$ cat src/rtl/global_types.sv
// Project-wide scalar type aliases shared across datapath blocks.
package global_types;

    typedef logic [31:0] logic32;

endpackage

$ cat src/rtl/mem_arb_pkg.sv
// Types and default constants for the instruction/data memory port arbiter.
package mem_arb_pkg;

    typedef enum logic [1:0] {
        IDLE   = 2'd0,
        BUSY_I = 2'd1,
        BUSY_D = 2'd2
    } arb_state_t;

    typedef enum logic {
        OWNER_I = 1'b0,
        OWNER_D = 1'b1
    } owner_t;

    localparam int MAX_IF_WAIT_DEF = 4;
    localparam int TIMEOUT_DEF     = 16;

endpackage

$ cat src/rtl/mem_port_arbiter.sv
// Arbitrates one single-port memory between instruction fetch and data access.
// Data wins by default; a saturating wait counter forces a fetch grant after
// MAX_IF_WAIT consecutive data grants. Every access passes through IDLE, and a
// BUSY access that never sees mem_ready is aborted after TIMEOUT cycles.
module mem_port_arbiter
    import mem_arb_pkg::*;
    import global_types::*;
#(
    parameter int MAX_IF_WAIT = MAX_IF_WAIT_DEF,
    parameter int TIMEOUT     = TIMEOUT_DEF
) (
    input  logic        clock,
    input  logic        reset,
    input  logic        if_req,
    input  logic [31:0] if_addr,
    output logic [31:0] if_rdata,
    output logic        if_stall,
    input  logic        dm_req,
    input  logic        dm_we,
    input  logic [31:0] dm_addr,
    input  logic [31:0] dm_wdata,
    output logic [31:0] dm_rdata,
    output logic        dm_stall,
    output logic        mem_req,
    output logic        mem_we,
    output logic [31:0] mem_addr,
    output logic [31:0] mem_wdata,
    input  logic [31:0] mem_rdata,
    input  logic        mem_ready,
    output logic        bus_error
);

    localparam int WAIT_W = $clog2(MAX_IF_WAIT + 1);
    localparam int TO_W   = (TIMEOUT > 1) ? $clog2(TIMEOUT) : 1;

    arb_state_t        state;
    logic [WAIT_W-1:0] wait_cnt;
    logic [TO_W-1:0]   to_cnt;
    logic32            if_hold;
    logic32            dm_hold;

    logic   grant_any;
    owner_t winner;
    logic   timeout_hit;
    logic   if_done;
    logic   dm_done;

    // Pick the IDLE winner: data first unless fetch has waited long enough.
    always_comb begin
        grant_any = if_req | dm_req;
        winner    = OWNER_D;
        if (if_req && (!dm_req || wait_cnt == WAIT_W'(MAX_IF_WAIT))) begin
            winner = OWNER_I;
        end
    end

    // An abort counts as completion so the requester is never stuck stalled.
    assign timeout_hit = (state != IDLE) && !mem_ready && (to_cnt == TO_W'(TIMEOUT - 1));
    assign if_done     = (state == BUSY_I) && (mem_ready || timeout_hit);
    assign dm_done     = (state == BUSY_D) && (mem_ready || timeout_hit);
    assign if_stall    = if_req & ~if_done;
    assign dm_stall    = dm_req & ~dm_done;

    // Read data bypasses the holding register in the completion cycle; stores never touch it.
    assign if_rdata = ((state == BUSY_I) && mem_ready) ? mem_rdata : if_hold;
    assign dm_rdata = ((state == BUSY_D) && mem_ready && !mem_we) ? mem_rdata : dm_hold;

    // Arbitration FSM with registered memory-side outputs, counters and read holding registers.
    always_ff @(posedge clock) begin
        if (reset) begin
            state     <= IDLE;
            mem_req   <= 1'b0;
            mem_we    <= 1'b0;
            mem_addr  <= '0;
            mem_wdata <= '0;
            if_hold   <= '0;
            dm_hold   <= '0;
            wait_cnt  <= '0;
            to_cnt    <= '0;
            bus_error <= 1'b0;
        end else begin
            case (state)
                IDLE: begin
                    to_cnt <= '0;
                    if (!grant_any) begin
                        wait_cnt <= '0;
                    end else if (winner == OWNER_I) begin
                        state     <= BUSY_I;
                        mem_req   <= 1'b1;
                        mem_we    <= 1'b0;
                        mem_addr  <= if_addr;
                        mem_wdata <= '0;
                        wait_cnt  <= '0;
                    end else begin
                        state     <= BUSY_D;
                        mem_req   <= 1'b1;
                        mem_we    <= dm_we;
                        mem_addr  <= dm_addr;
                        mem_wdata <= dm_wdata;
                        if (!if_req) begin
                            wait_cnt <= '0;
                        end else if (wait_cnt != WAIT_W'(MAX_IF_WAIT)) begin
                            wait_cnt <= wait_cnt + WAIT_W'(1);
                        end
                    end
                end
                BUSY_I, BUSY_D: begin
                    if (mem_ready) begin
                        state   <= IDLE;
                        mem_req <= 1'b0;
                        to_cnt  <= '0;
                        if (state == BUSY_I) begin
                            if_hold <= mem_rdata;
                        end else if (!mem_we) begin
                            dm_hold <= mem_rdata;
                        end
                    end else if (timeout_hit) begin
                        state     <= IDLE;
                        mem_req   <= 1'b0;
                        to_cnt    <= '0;
                        bus_error <= 1'b1;
                    end else begin
                        to_cnt <= to_cnt + TO_W'(1);
                    end
                end
                default: begin
                    state   <= IDLE;
                    mem_req <= 1'b0;
                end
            endcase
        end
    end

endmodule

$ cat config.mk
export PLATFORM = sky130hd
export DESIGN_NAME = mem_port_arbiter
export DESIGN_NICKNAME = d
export VERILOG_FILES = /design/src/rtl/global_types.sv /design/src/rtl/mem_arb_pkg.sv /design/src/rtl/mem_port_arbiter.sv
export SDC_FILE = /design/constraint.sdc
export NUM_CORES = 1
export LEC_CHECK = 0
export CAP_MARGIN = 40
export CORE_MARGIN = 1.5
export CORE_UTILIZATION = 39
export DETAILED_ROUTE_END_ITERATION = 10
export GPL_ROUTABILITY_DRIVEN = 0
export PLACE_DENSITY = 0.76
export SYNTH_ARGS = -nofsm -noshare
export SYNTH_HDL_FRONTEND = slang
export SYNTH_SLANG_ARGS = --single-unit
$ cat constraint.sdc
create_clock -name clock -period 1.7 [get_ports clock]
set_input_delay 0.34 -clock clock [delete_from_list [all_inputs] [get_ports clock]]
set_output_delay 0.34 -clock clock [all_outputs]
set_load 0.1 [all_outputs]
==> results of run 1 <==
==> worst max-delay path, cell delays in order (launching register included) <==
cell and delay, ns:
dfxtp_4 0.37, inv_4 0.04, ha_4 0.15, nand3b_1 0.13, buf_6 0.17, buf_16 0.15
mux2_4 0.33, buf_12 0.17
==> power breakdown <==
part	internal (mW)	switching, mW	leakage (nW)
logic	2.12	3.15	3.51
registers	3.53	0.236	1.15
clock network	2.27	1.42	0.283
total	7.92	4.80	4.94
==> registers in the layout (all words and copies together), names as in the netlist <==
register	count
if_hold	32
mem_wdata	32
mem_addr	32
state	2
mem_req	1
to_cnt	4
wait_cnt	3
mem_we	1
dm_hold	32
bus_error	1
==> worst paths after layout <==
path,end,slack [ns],depth (start not counted)
worst max-delay path,dm_rdata[6],-0.58,7
worst min-delay path,to_cnt[1],0.18,2
worst max register to register,state[1],-0.04,9
worst min register to register,if_hold[30],0.45,2
==> layout make-up <==
type,count,area [um^2],area share
timing repair buffer,350,5030,0.399
multi-input combinational,541,3870,0.307
clock inverter,9,111,0.00884
antenna,2,5.00,0.000397
tap,220,275,0.0218
sequential,140,2810,0.223
inverter,5,23.8,0.00189
clock buffer,22,474,0.0376
==> timing repair <==
action,in CTS,in global routing
hold buffers,0,0
cloned,5,6
pin swaps,5,10
setup buffers,9,4
resized for setup,18,43
setup endpoints to repair,66,105
==> cell families after synthesis <==
group / count (synthesis) / synth area share
adders and majority gates: 7 / 0.0132
xor gates and xnor gates: 2 / 0.00265
muxes: 65 / 0.110
buffers and inverters: 80 / 0.0644
DFF: 140 / 0.423
AOI/OAI and AO/OA: 211 / 0.224
and+or+nand+nor: 255 / 0.162
==> stage by stage <==
| stage | TNS (ns) | setup WS (ns) |
|---|---|---|
| finish | -34.85 | -0.581 |
| global route | -38.48 | -0.612 |
| CTS | -36.79 | -0.576 |
| detailed placement | -40.99 | -0.432 |
| global placement | -34.17 | -0.397 |
| floorplan | -6.36 | -0.181 |
==> per-layer routing <==
metal | up-vias | part of all wire | track usage | wire length [um]
met5 | - | 0 | 0 | 0
met4 | 0 | 0.041 | 0.134 | 1020
met3 | 69 | 0.078 | 0.0811 | 1910
met2 | 312 | 0.53 | 0.467 | 13000
met1 | 3286 | 0.35 | 0.280 | 8660
li1 | 3259 | - | - | -
==> placed cells by master, fill, tap and decap left out, types with 33 or more instances in the layout <==
master and n:
nand2_1 158, buf_12 150, dfxtp_1 137, clkdlybuf4s50_1 132, a21oi_1 82, mux2_4 64
buf_4 52, nand3_1 34, nor2_1 34, o211ai_1 33
==> impl_metrics.env, run 1 <==
export IMPL_status="finished with violations"
export IMPL_violations="setup timing"
export IMPL_final_area_mm2=0.0126
export IMPL_avgSynthCellArea_um2=8.71
export IMPL_portBuffers=266
export IMPL_hold_viol=0
export IMPL_syn_area_mm2=0.00662
export IMPL_start_util=0.399
export IMPL_layout_setup_ws_ns=-0.581
export IMPL_yosys_warnings=0
export IMPL_drt_first_pass_iters=7
export IMPL_period_minus_slack_ns=2.28
export IMPL_drt_initial_drc_count=428
export IMPL_ctsRootBufferMaster="clkbuf_16"
export IMPL_viasPerCell=5.37
export IMPL_slew_headroom=0.707
export IMPL_tritoncts="built"
export IMPL_startpoint="state[0]"
export IMPL_antenna_violating_nets_post_route=0
export IMPL_maxCapViolCount=0
export IMPL_drive_above_1_share=0.366
export IMPL_ys_seq_area_frac=0.423
export IMPL_p_per_area_mw_per_mm2=1010
export IMPL_hp_class="in -> reg"
export IMPL_critPathLaunchType="register"
export IMPL_clk_latency_ns=0.42
export IMPL_synthFlopType="dfxtp_1"
export IMPL_timing_hold_ws_ns=0.184
export IMPL_slew_violations=0
export IMPL_grt_pass1_wl_um=36300
export IMPL_r2r_start="state[0]"
export IMPL_grt_total_usage=0.262
export IMPL_syn2layout_area_growth_pct=90.3
export IMPL_syn_nets=901
export IMPL_placementRows=47
export IMPL_pin_count=267
export IMPL_synth_top_area_cell="dfxtp_1"
export IMPL_min_from="reset"
export IMPL_synthCells=760
export IMPL_fp_dieArea_mm2=0.0178
export IMPL_dp_hpwl_um=16100
export IMPL_max_freq_mhz=438
export IMPL_synth_async_sr_flop_share=0
export IMPL_yosysUniqueCellTypes=44
export IMPL_vdd_drop_max_mv=0.734
export IMPL_finalSetupViolCount=75
export IMPL_wl_per_cell_um=19.1
export IMPL_worstSetupEndpointType="output pin"
export IMPL_place_inst=1235
export IMPL_synth_edf_count=0
export IMPL_core_mm2=0.0166
export IMPL_drc=0
export IMPL_ys_seq_elements=140
export IMPL_numCtsBuffers=17
export IMPL_required_ns=1.36
export IMPL_antenna_found_initial=2
export IMPL_drt_total_wl_um=24600
export IMPL_synth_top_area_frac=0.423
export IMPL_clock_sinks=140
export IMPL_fin_util=0.760
export IMPL_num_vias=6926
export IMPL_worstMarginPinSlew_ns=0.440
export IMPL_p_total_mw=12.7
export IMPL_dpl_cell_area_mm2=0.0115
export IMPL_htree_levels=4
export IMPL_cts_buffer_depth=2
export IMPL_die_x_um=133
export IMPL_fin_cells=1289
export IMPL_yosys_top_cells_area="dfxtp_1 (42%), mux2_2 (11%), nand2_1 (9.5%), a21oi_1 (7.6%), a311oi_2 (6.8%)"
export IMPL_rsz0062_at_grt="yes"
export IMPL_grt_max_degree=60
export IMPL_p_leak_nw=4.94
export IMPL_clock_skew_ns=0.00986
export IMPL_fp_dieH_um=133
export IMPL_yosysMostFrequentCell="nand2_1"
export IMPL_arrival_ns=1.94
export IMPL_path_clk_slew_ns=0.05
export IMPL_finalCritPeriodShare=1.34
export IMPL_nNetsFinal=1196
export IMPL_path_class="reg -> out"
export IMPL_fillCellCount=1063
export IMPL_overflow=0
export IMPL_crit_fanout=8
export IMPL_grt_pass1_vias=6890
export IMPL_synth_top_cells_by_count="nand2_1 (167), dfxtp_1 (140), a21oi_1 (101)"
Note: power is estimated with default switching activity, not from simulation.
==> run 2: changes to the inputs <==
Settings changed: CTS_CLUSTER_SIZE set to 10.
==> results of run 2 <==
The final DEF is identical to that of run 1; final timing and power are the same.
